### config.mk
export PLATFORM = sky130hd
export DESIGN_NAME = uart_rx_decoder
export DESIGN_NICKNAME = d
export VERILOG_FILES = /design/src/rtl/uart_pkg.sv /design/src/rtl/uart_rx_decoder_rx_fifo.sv /design/src/rtl/uart_rx_decoder.sv
export SDC_FILE = /design/constraint.sdc
export NUM_CORES = 1
export LEC_CHECK = 0
export CAP_MARGIN = 20
export CORE_MARGIN = 1
export CORE_UTILIZATION = 60
export DETAILED_ROUTE_END_ITERATION = 12
export PLACE_DENSITY_LB_ADDON = 0.12
export SLEW_MARGIN = 40
export SYNTH_ARGS = -nofsm -noshare
export SYNTH_HDL_FRONTEND = slang
export SYNTH_HIERARCHICAL = 1
export SYNTH_SLANG_ARGS = --single-unit
### constraint.sdc
create_clock -name clk -period 6.88 [get_ports clk]
set_clock_uncertainty 0.2 [all_clocks]
set_input_delay 1.72 -clock clk [delete_from_list [all_inputs] [get_ports clk]]
set_output_delay 1.72 -clock clk [all_outputs]
set_load 0.05 [all_outputs]
### src/rtl/uart_pkg.sv
// Shared UART definitions: receiver state encoding, parity codes and
// bit positions of the status/error vectors exported to the register block.
package uart_pkg;

  typedef enum logic [2:0] {
    IDLE   = 3'd0,
    START  = 3'd1,
    DATA   = 3'd2,
    PARITY = 3'd3,
    STOP   = 3'd4
  } rx_state_t;

  localparam logic [1:0] PAR_NONE = 2'b00;
  localparam logic [1:0] PAR_EVEN = 2'b01;
  localparam logic [1:0] PAR_ODD  = 2'b10;

  localparam int RCI_RXBE    = 7;
  localparam int RCI_RXBF    = 6;
  localparam int RCI_CNT_LSB = 1;
  localparam int RCI_RDDONE  = 0;

  localparam int ERR_OERR = 2;
  localparam int ERR_FERR = 1;
  localparam int ERR_PERR = 0;

  localparam int FIFO_DEPTH = 16;

endpackage

### src/rtl/uart_rx_decoder_rx_fifo.sv
// 16x8 first-word-fall-through receive FIFO; head reads as 0 when empty.
// Writes while full are accepted only if a read frees a slot in the same cycle.
module rx_fifo
  import uart_pkg::*;
(
  input  logic       clk,
  input  logic       nrst,
  input  logic       wr,
  input  logic       rd,
  input  logic [7:0] data_in,
  output logic [7:0] data_out,
  output logic [4:0] count,
  output logic       empty,
  output logic       full
);

  logic [7:0] mem [FIFO_DEPTH];
  logic [3:0] wptr;
  logic [3:0] rptr;
  logic       do_rd;
  logic       do_wr;

  assign empty    = (count == 5'd0);
  assign full     = (count == 5'(FIFO_DEPTH));
  assign do_rd    = rd & ~empty;
  assign do_wr    = wr & (~full | do_rd);
  assign data_out = empty ? 8'h00 : mem[rptr];

  always_ff @(posedge clk) begin
    if (do_wr) mem[wptr] <= data_in;
  end

  always_ff @(posedge clk) begin
    if (!nrst) begin
      wptr  <= '0;
      rptr  <= '0;
      count <= '0;
    end else begin
      if (do_wr) wptr <= wptr + 4'd1;
      if (do_rd) rptr <= rptr + 4'd1;
      count <= count + {4'b0, do_wr} - {4'b0, do_rd};
    end
  end

endmodule

### src/rtl/uart_rx_decoder.sv
// UART receiver: synchronizer, start/data/parity/stop framing FSM, FIFO and
// sticky error flags. Parity checking is built only with UART_RX_PARITY_CHECK_EN.
module uart_rx_decoder
  import uart_pkg::*;
(
  input  logic        clk,
  input  logic        nrst,
  input  logic        uart_dec,
  input  logic        en,
  input  logic        rd,
  input  logic        clr_err,
  input  logic [1:0]  parity,
  input  logic        stop_sel,
  input  logic [23:0] baudcontrol,
  output logic [7:0]  data_out,
  output logic [7:0]  uart_rci,
  output logic [2:0]  err
);

  rx_state_t   state, state_n;
  logic        rx_meta, rx_s;
  logic [23:0] clk_count, count_n;
  logic [7:0]  shreg, shreg_n;
  logic [2:0]  bit_cnt, bits_n;
  logic        stop_cnt, stop_n;
  logic        ferr_pend, ferr_n;
  logic        push;
  logic        sample;
  logic        half_hit;
  logic        rd_reg;
  logic        pop;
  logic        rddone;
  logic        oerr, ferr, perr;
  logic [4:0]  fifo_count;
  logic        fifo_empty, fifo_full;
`ifdef UART_RX_PARITY_CHECK_EN
  logic        perr_pend, perr_n;
  logic        exp_par;
`endif

  always_ff @(posedge clk) begin
    if (!nrst) begin
      rx_meta <= 1'b1;
      rx_s    <= 1'b1;
    end else begin
      rx_meta <= uart_dec;
      rx_s    <= rx_meta;
    end
  end

  // Counters compare with >= so a shrinking baudcontrol never causes a wrap.
  assign sample   = (clk_count >= baudcontrol);
  assign half_hit = (clk_count >= {1'b0, baudcontrol[23:1]});

`ifdef UART_RX_PARITY_CHECK_EN
  assign exp_par = (parity == PAR_ODD) ? ~^shreg : ^shreg;
`endif

  always_comb begin
    state_n = state;
    count_n = clk_count + 24'd1;
    shreg_n = shreg;
    bits_n  = bit_cnt;
    stop_n  = stop_cnt;
    ferr_n  = ferr_pend;
`ifdef UART_RX_PARITY_CHECK_EN
    perr_n  = perr_pend;
`endif
    push    = 1'b0;
    case (state)
      IDLE: begin
        count_n = '0;
        if (!rx_s) begin
          state_n = START;
          bits_n  = '0;
          stop_n  = 1'b0;
          ferr_n  = 1'b0;
`ifdef UART_RX_PARITY_CHECK_EN
          perr_n  = 1'b0;
`endif
        end
      end
      START: begin
        if (half_hit) begin
          count_n = '0;
          state_n = rx_s ? IDLE : DATA;
        end
      end
      DATA: begin
        if (sample) begin
          count_n = '0;
          shreg_n = {rx_s, shreg[7:1]};
          bits_n  = bit_cnt + 3'd1;
          if (bit_cnt == 3'd7) state_n = (^parity) ? PARITY : STOP;
        end
      end
      PARITY: begin
        if (sample) begin
          count_n = '0;
          state_n = STOP;
`ifdef UART_RX_PARITY_CHECK_EN
          if (rx_s != exp_par) perr_n = 1'b1;
`endif
        end
      end
      STOP: begin
        if (sample) begin
          count_n = '0;
          if (!rx_s) ferr_n = 1'b1;
          if (stop_sel && !stop_cnt) begin
            stop_n = 1'b1;
          end else begin
            push    = 1'b1;
            state_n = IDLE;
          end
        end
      end
      default: state_n = IDLE;
    endcase
    // Receive disable aborts any partial frame without pushing it.
    if (!en) begin
      state_n = IDLE;
      count_n = '0;
      push    = 1'b0;
    end
  end

  always_ff @(posedge clk) begin
    if (!nrst) begin
      state     <= IDLE;
      clk_count <= '0;
      shreg     <= '0;
      bit_cnt   <= '0;
      stop_cnt  <= 1'b0;
      ferr_pend <= 1'b0;
    end else begin
      state     <= state_n;
      clk_count <= count_n;
      shreg     <= shreg_n;
      bit_cnt   <= bits_n;
      stop_cnt  <= stop_n;
      ferr_pend <= ferr_n;
    end
  end

  assign pop = rd_reg & ~rd;

  always_ff @(posedge clk) begin
    if (!nrst) begin
      rd_reg <= 1'b0;
      rddone <= 1'b0;
      oerr   <= 1'b0;
      ferr   <= 1'b0;
    end else begin
      rd_reg <= rd;
      rddone <= push;
      if (clr_err) begin
        oerr <= 1'b0;
        ferr <= 1'b0;
      end else begin
        if (push && ferr_n) ferr <= 1'b1;
        if (push && fifo_full && !pop) oerr <= 1'b1;
      end
    end
  end

`ifdef UART_RX_PARITY_CHECK_EN
  always_ff @(posedge clk) begin
    if (!nrst) begin
      perr_pend <= 1'b0;
      perr      <= 1'b0;
    end else begin
      perr_pend <= perr_n;
      if (clr_err) perr <= 1'b0;
      else if (push && perr_n) perr <= 1'b1;
    end
  end
`else
  assign perr = 1'b0;
`endif

  rx_fifo u_fifo (
    .clk      (clk),
    .nrst     (nrst),
    .wr       (push),
    .rd       (pop),
    .data_in  (shreg_n),
    .data_out (data_out),
    .count    (fifo_count),
    .empty    (fifo_empty),
    .full     (fifo_full)
  );

  always_comb begin
    uart_rci = '0;
    uart_rci[RCI_RXBE] = fifo_empty;
    uart_rci[RCI_RXBF] = fifo_full;
    uart_rci[RCI_CNT_LSB +: 5] = fifo_count;
    uart_rci[RCI_RDDONE] = rddone;
  end

  always_comb begin
    err = '0;
    err[ERR_OERR] = oerr;
    err[ERR_FERR] = ferr;
    err[ERR_PERR] = perr;
  end

endmodule

Word-level counts from Yosys, hierarchy flattened
Memories as Yosys holds them, arrays and structs flattened. A register that Yosys moved wholly into a read port is not among the register bits.
Index checks and enable logic that the tools add are counted.
W data, S select, Z words.

storage, ports and cells
  memories = 1
  output and inout bits = 19
  memory bits (writable) = 128
  register bits = 59

operators by class
  order comparisons = 2
  muxes and demuxes = 35
  reductions and logical operators = 17
  add/subtract/negate cells = 6
  bitwise gates (word level) = 8
  equal/unequal tests = 14

memories
  name        depth  bits a word  read ports  clocked after memory_dff  write ports  RTL line                       RTL
  u_fifo.mem  16     8            1           1                         1            uart_rx_decoder_rx_fifo.sv:17  logic [7:0] mem [FIFO_DEPTH];

operators with widths
  cell                     count
  $pmux W24 S3             1
  $mux W24                 2
  $mux W3                  10
  $add A24 B1 Y24 const B  1
  $ge A24 B23 Y1           1
  $ge A24 B24 Y1           1
  $mux W8                  3
  $ne A2 B2 Y1 const B     8
  $pmux W3 S5              1
  $mux W1                  12
  $add A4 B1 Y4 const B    2
  $mux W4                  2
  $reduce_and A7 Y1        1
  $eq A3 B2 Y1 const B     2
  $eq A3 B3 Y1 const B     2
  $pmux W3 S2              1
  $add A5 B1 Y5            1
  $eq A5 B5 Y1 const B     1
  $logic_not A5 Y1         1
  $sub A5 B1 Y5            1
  $logic_and A1 B1 Y1      4
  $not A1 Y1               4
  $pmux W1 S2              2
  $reduce_and A4 Y1        1
  13 further kinds         17

Logic depth before layout (Yosys ltp)
Gate-level depths: netlist of run 1.

  depth after elaboration = 9
  depth in mapped cells = 18
  depth with buffers taken out = 18

Modules after synthesis
The synthesis of run 1 kept the hierarchy.

by module, submodules not included
  module           cells an instance  instances  area an instance (um^2)
  rx_fifo          311                1          5884.4
  uart_rx_decoder  363                1          3279.4

Least setup slack after synthesis of run 1
Ideal clock, no wire load.

  kind = input to register
  start point = input baudcontrol[23]
  end point = register u_fifo.count[4]
  slack = 1428 ps
  arrival = 5137 ps
  setup time = 116 ps
  buffers on the path = 0
  stages = 18
  path through = inv_1 > ha_1 > nand4_2 > nor3_2 > nand4_1 > a211oi_4 > o21ai_1 > nor2_1 > o21a_1 > inv_1 > ha_1 > inv_1 > ha_1 > fa_1 > a21oi_1 > nor2_1 > or3_1 > and3_1

between the ends
  word-level cells in the longest chain between the ends = 7

RTL lines
  element               RTL line                       RTL
  start, declared       uart_rx_decoder.sv:14          input logic [23:0] baudcontrol,
  $ge A24 B24 Y1        uart_rx_decoder.sv:52          assign sample = (clk_count >= baudcontrol);
  $mux W1               uart_rx_decoder.sv:107         if (sample) begin
  $mux W1               uart_rx_decoder.sv:70          case (state)
  $mux W1               uart_rx_decoder.sv:121         if (!en) begin
  named net push        uart_rx_decoder.sv:27          logic push;
  $and A1 B1 Y1         uart_rx_decoder_rx_fifo.sv:26  assign do_wr = wr & (~full | do_rd);
  $add A5 B1 Y5         uart_rx_decoder_rx_fifo.sv:41  count <= count + {4'b0, do_wr} - {4'b0, do_rd};
  $sub A5 B1 Y5         uart_rx_decoder_rx_fifo.sv:41
  end signal, assigned  uart_rx_decoder_rx_fifo.sv:41
  end, declared         uart_rx_decoder_rx_fifo.sv:12  output logic [4:0] count,

The timed path passes the listed nets, and every way through them passes these cells.
A chain may end at the register's enable or synchronous reset.

Final worst setup path of run 1
Same ends and word-level chain as after synthesis.

==> results of run 1 <==
[logic make-up after synthesis]
group / count (synthesis) / synth area share (%)
multiplexers: 58 / 11.7
flip-flops: 191 / 55.7
AO/OA/AOI/OAI: 81 / 6.05
other: 1 / 0.0409
buffers and inverters: 72 / 3.97
adder cells (fa/ha/maj): 62 / 8.55
AND/OR/NAND/NOR: 178 / 11.0
XOR/XNOR: 31 / 2.96
[per-stage QoR]
| step | hold WS (ns) | instance area [sq um] | std cells | total power [uW] |
|---|---|---|---|---|
| 3_5_place_dp | 0.225 | 9750 | 887 | 1550 |
| 2_1_floorplan | 0.186 | 9160 | 674 | 1470 |
| 6_report | 0.230 | 10300 | 919 | 2490 |
| 4_1_cts | 0.238 | 10300 | 919 | 2510 |
| 5_1_grt | 0.249 | 10300 | 919 | 2580 |
| 3_3_place_gp | 0.199 | 9760 | 887 | 1540 |
[power by group through the flow]
stage / clock (uW) / sequential (uW) / combinational (uW)
finish: 963 / 1230 / 297
global route: 1020 / 1230 / 321
CTS: 980 / 1230 / 299
detailed placement: 0 / 1260 / 297
global placement: 0 / 1260 / 288
floorplan: 0 / 1280 / 186
[synthesized netlist by cell type, drive strengths merged (8+ instances only)]
master	number	area share [%]
nand3	13	0.71
dfxtp	63	14
clkbuf	11	0.45
xnor2	15	1.4
xor2	16	1.5
o21ai	20	1.2
mux4	32	8.4
mux2i	10	1.1
and2	25	1.7
buf	19	1.8
mux2	16	2.2
inv	42	1.7
a21oi	23	1.3
nand2	32	1.3
nor2	34	1.4
ha	61	8.3
nor3	34	2.9
a211oi	8	0.79
edfxtp	128	42
nand4	12	0.89
[layout make-up]
class                   instances  area [sq um]  share of cell area [%]
clock buffers                  21           483                    4.67
clock inverters                11           101                   0.980
inverters                      42           158                    1.52
multi-input cells             411          3700                    35.8
flip-flops and latches        191          5100                    49.4
well taps                     184           230                    2.23
repair buffers                 59           563                    5.45
[cells in the final DEF (no fill, tap or decap), drive strengths merged, types with 10 or more instances in the layout]
cell / count
a21oi: 23
and2: 25
buf: 10
clkbuf: 21
clkdlybuf4s50: 49
dfxtp: 63
edfxtp: 128
ha: 61
inv: 45
mux2: 16
mux2i: 10
mux4: 32
nand2: 32
nand3: 13
nand4: 12
nor2: 34
nor3: 34
o21ai: 20
xnor2: 15
xor2: 16
[how the worst max path moves through the flow]
stage                            to  slack [ns]
global route        u_fifo/count[4]        0.50
floorplan           u_fifo/count[4]        1.43
finish              u_fifo/count[4]        0.81
global placement    u_fifo/count[4]        0.57
detailed placement  u_fifo/count[4]        0.43
CTS                 u_fifo/count[4]        0.86
[worst max-delay path: stages]
cell and delay (ns):
clkdlybuf4s50_1 0.45, inv_1 0.06, ha_1 0.34, nand4_2 0.14, nor3_2 0.28, nand4_1 0.20
a211oi_4 0.38, o21ai_1 0.20, nor2_1 0.32, o21a_1 0.30, inv_1 0.12, ha_1 0.28
inv_1 0.04, ha_1 0.20, fa_1 0.41, a21oi_1 0.17, nor2_1 0.06, or3_1 0.34
and3_1 0.19
[metal layers]
| layer | track usage (%) | wire length [um] | vias to the layer above |
|---|---|---|---|
| li1 | - | - | 2599 |
| met1 | 31.6 | 8000 | 2771 |
| met2 | 42.0 | 8860 | 134 |
| met3 | 4.71 | 661 | 27 |
| met4 | 9.40 | 380 | 0 |
| met5 | 0 | 0 | - |
==> impl_results.md, run 1 <==
- Outcome: complete, but fails checks
- Failing checks: design-rule violations
- DRC Markers: 2
- Core ar.: 14700 sq um
- Die height: 126 um
- Final WL: 17900 um
- Ys async rst share: 0%
- Psw: 612 uW
- Ys flop type: edfxtp_1
- Max FO, Critical Path: 6
- Max transition margin: 46.8%
- Synthesized flop and latch total: 191
- Max reg flops: 128
- Wire length of the first global-routing pass: 29400 um
- Synthesis Warnings: 6
- Reg2reg end: u_fifo/count[4]
- Clk buf depth: 2
- Max-Cap Viols: 0
- Setup Crit Path Kind: input pin to flop
- Slew Limit Fails: 0
- # nets final: 817
- Hold Startpoint: rx_meta
- RSZ-0062 raised after global routing: no
- Final Hold Vio Count: 0
- Final worst slack: 0.807 ns
- Drt first-iter violations: 389
- Largest reg by FF count: u_fifo/mem
- Worst skew pair latency: 0.43 ns
- Synth-to-layout area growth: 12.8%
- Worst hold path cell count: 1
- Arr. time, crit path: 6.20 ns
- TNS Setup: 0 ns
- Comb pwr share: 11.9%
- Flop pwr share: 49.4%
- Critical path launch point type: input pin
- Post-CTS sizing: 0
- Htree depth: 4
- Clock root cell: clkbuf_16
- Routed WL per cell: 19.5 um
- Layout cells sized above 1: 14.3%
- Fin crit period: 6.07 ns
- Post-Syn Instances: 674
- Post-synth EDFFs: 128
- Antenna diode count: 0
- Reg-to-reg slack, setup: 2.24 ns
- Critical Path Sink Type: flop
- IO Count: 52
- Antenna violations before repair: 0
- Congestion Overflow GR: 0
- Syn avg cell area: 13.6 sq um
- Final worst path period share: 88.3%
- Reg2Reg Depth: 17
- Top Registers: u_fifo/mem x128, clk_count x24, shreg x8
- Vias per cell: 6.02
- Distinct cells, synth: 64
- Final setup vio count: 0
- Die W: 126 um
- Worst-Margin Slew: 0.795 ns
- Pwr dens: 241 nW/um^2
- Rows: 44
- Clock slew at reported path FFs: 0.07 ns
- RD Place Congestion: 0.871
- Crit path launch: baudcontrol[23]
- Seq/Total Area, Yosys: 55.7%
- Lkg Pwr: 0.00367 uW
- Final Core Density: 70.3%
- # Post-CTS Setup Buffers: 0
- Vias: 5531
- Switch share: 24.6%
- R2r startpoint: clk_count[21]
- Hold Path Class: flop to flop
- Die ar.: 15800 sq um
- DP Worst Slack: 0.426 ns
- CTS tree: yes
- Vias in the first global route: 5755
- Int Pwr: 1880 uW
- TritonCTS buffer count: 17
- Worst EP required: 7.00 ns
- CTS Hold Bufs: 0
- Clk pwr share: 38.6%
- Syn_nets: 769
- # clock sinks: 191
- Port bufs: 50
- Synthesized area: 9160 sq um
- Post-DP HPWL: 12400 um
- Largest net degree at the start of global routing: 35
- First-pass detailed-route iteration total: 9
- Routed Antenna Nets: 0
- Endpoint, Worst Hold: rx_s
- Initial Util: 62.3%
- Layout fillers: 1022
- GRT Total Usage: 24.7%
- Max Fclk: 165 MHz
- Peak supply drop: 0.000186 V
Note: power is estimated with default switching activity, not from simulation.
==> run 2, diff against run 1 <==
CORE_UTILIZATION = 40   (was 60)
==> run 2 against run 1 <==
  * The run now ends clean
  * Die area is 49% higher
  * Clock power is 4.0% lower
  * Count of clock-buffer cells in the layout is 3 lower
  * Global-route usage is 8.2 points lower
  * Utilization is 24 points lower
  * Wire length is 5.7% higher
  * Cell count is 11% higher
  * Via count is 2.1% lower
  * Worst hold slack worse by 0.013 ns
  * Register-to-register slack hardly changed
  * Fmax is 0.18% lower
  * Largest power group unchanged
==> impl_results.md, run 2 (synthesis results as in run 1) <==
- Outcome: finished clean
- GRT Total Usage: 16.5% (-8.2 points)
- DRC Markers: 0 (-2)
- Met2 Usage GRT: 28.7% (-13 points)
- Vias per cell: 5.30 (-12%)
- Top delay family on crit path: simple AND/OR/NAND/NOR gates
- Worst-Margin Slew: 0.866 ns (+0.0712 ns)
- Pwr dens: 235 nW/um^2 (-2.6%)
- Routed WL per cell: 18.5 um (-5.0%)
- Critical Path Sink Type: flop
- WHS: 0.217 ns (-0.0135 ns)
- IO Count: 52 (unchanged)
- Final worst slack: 0.796 ns (-0.0111 ns)
- Lkg Pwr: 0.00367 uW (about the same)
- # nets final: 819 (+0.24%)
- Max Fclk: 164 MHz (-0.18%)
- Post-CTS sizing: 0 (unchanged)
- Drt first-iter violations: 285 (-27%)
- Fin crit period: 6.08 ns (+0.0111 ns)
- Buf/Inv on CP: 4 (unchanged)
- Die height: 153 um (+22%)
- Largest reg by FF count: u_fifo/mem
- Max FO, Critical Path: 6 (unchanged)
- Worst path slowest cell: clkdlybuf4s50_1
- Wire length of the first global-routing pass: 29400 um (+0.21%)
- # Post-CTS Setup Buffers: 0 (unchanged)
- CTS tree: yes
- RD Place Congestion: 0.845 (-3.0%)
- Antenna diode count: 0 (unchanged)
- Final Core Density: 46.4% (-24 points)
- Die ar.: 23500 sq um (+49%)
- Synth-to-layout area growth: 14.2%
- Critical path launch point type: input pin
- Hold Path Class: flop to flop
- Peak supply drop: 0.000181 V (-2.9%)
- TNS Setup: 0 ns (unchanged)
- Worst EP required: 7.01 ns (about the same)
- Congestion Overflow GR: 0 (unchanged)
- Final WL: 18900 um (+5.7%)
- # clock sinks: 191 (unchanged)
- Worst skew pair latency: 0.43 ns (about the same)
- RSZ-0062 raised after global routing: no
- Dpl cells: 990 (+12%)
- Initial Util: 40.6% (-22 points)
- Final worst path period share: 88.4% (+0.16 points)
- TritonCTS buffer count: 17 (unchanged)
- Arr. time, crit path: 6.21 ns (about the same)
- Die W: 153 um (+22%)
- Routing usage on met1: 21.4% (-10 points)
- Htree depth: 4 (unchanged)
- Post-Layout Cell Count: 1022 (+11%)
- Final setup vio count: 0 (unchanged)
- Top Registers: u_fifo/mem x128, clk_count x24, shreg x8
- Crit-path cells: clkdlybuf4s50_1 -> inv_1 -> ha_1 -> nand4_2 -> nor3_2 -> nand4_1 -> a211oi_4 -> o21ai_1 -> nor2_1 -> o21a_1 -> inv_1 -> ha_1 -> inv_1 -> ha_1 -> fa_1 -> a21oi_1 -> nor2_1 -> or3_1 -> and3_1
- Vias in the first global route: 5461 (-5.1%)
- Post-DP HPWL: 13100 um (+6.2%)
- Max-Cap Viols: 0 (unchanged)
- Layout cells sized above 1: 15.3% (+1.0 points)
- Commonest non-fill, non-tap cell in the layout: edfxtp_1
- Most frequent cells in the layout: 128 x edfxtp_1, 62 x dfxtp_1, 61 x ha_1
- Core ar.: 22600 sq um (+54%)
- Global route hottest layer: met2
- Slew Limit Fails: 0 (unchanged)
- Routed Antenna Nets: 0 (unchanged)
- Clk buf depth: 2 (unchanged)
- Max reg flops: 128 (unchanged)
- Largest net degree at the start of global routing: 34 (-2.9%)
- Antenna violations before repair: 0 (unchanged)
- Rows: 55 (+25%)
- CTS Hold Bufs: 0 (unchanged)
- First-pass detailed-route iteration total: 5 (-4)
- Grt met3 use: 3.43% (-1.3 points)
- Reg-to-reg slack, setup: 2.23 ns (about the same)
- DP Worst Slack: 0.364 ns (-0.0622 ns)
- Port bufs: 50 (unchanged)
- Final Hold Vio Count: 0 (unchanged)
- Layout fillers: 2070 (+100%)
- CP max stage delay: 0.46 ns (about the same)
- Vias: 5416 (-2.1%)
- Clock root cell: clkbuf_16
- Clock slew at reported path FFs: 0.07 ns (about the same)
- Max transition margin: 42.0% (-4.8 points)
- Setup Crit Path Kind: input pin to flop
-- run 2: changes by cell type in the layout (fill, tap and decap cells not counted), moves of 2 or more --
cell / delta
nor2_2: +7
buf_4: +2
inv_8: +3
nor2_1: -7
inv_6: +5
clkbuf_16: -2
clkinvlp_4: -2
-- run 2: layout make-up --
type                       count  area, sq um  area share, %
multi-input combinational    411         3710           35.5
tap                          285          357           3.41
inverter                      42          158           1.51
clock buffer                  18          429           4.10
clock inverter                14          118           1.12
timing repair buffer          61          583           5.57
sequential                   191         5110           48.8
-- run 2: final timing paths --
path	from	end	depth (start not counted)
max	baudcontrol[23]	u_fifo/count[4]	19
min	rx_meta	rx_s	1
max reg2reg	clk_count[23]	u_fifo/count[4]	17
min reg2reg	rx_meta	rx_s	1
-- run 2: metal layers --
layer	share of wire [%]	vias up
met3	2.7	7
met4	0.46	0
li1	-	2611
met2	50	85
met1	47	2713
met5	0	-
-- run 2: power by group --
| part | leakage [uW] | internal, uW | total (uW) | switching (uW) |
|---|---|---|---|---|
| Combinational | 0.00187 | 115 | 300 | 185 |
| Clock | 0.000274 | 477 | 924 | 448 |
| Sequential | 0.00152 | 1220 | 1230 | 11.7 |
-- run 2: stage by stage --
step	area [sq um]	power [uW]
final	10500	2460
after global routing	10500	2550
after CTS	10400	2480
after detailed placement	9900	1560
after global placement	9900	1550
after floorplan	9160	1470
==> run 3, diff against run 2 <==
TNS_END_PERCENT = 100   (was unset)
==> results of run 3 <==
Same layout as run 2: the final DEF is identical, and so are final timing and power.
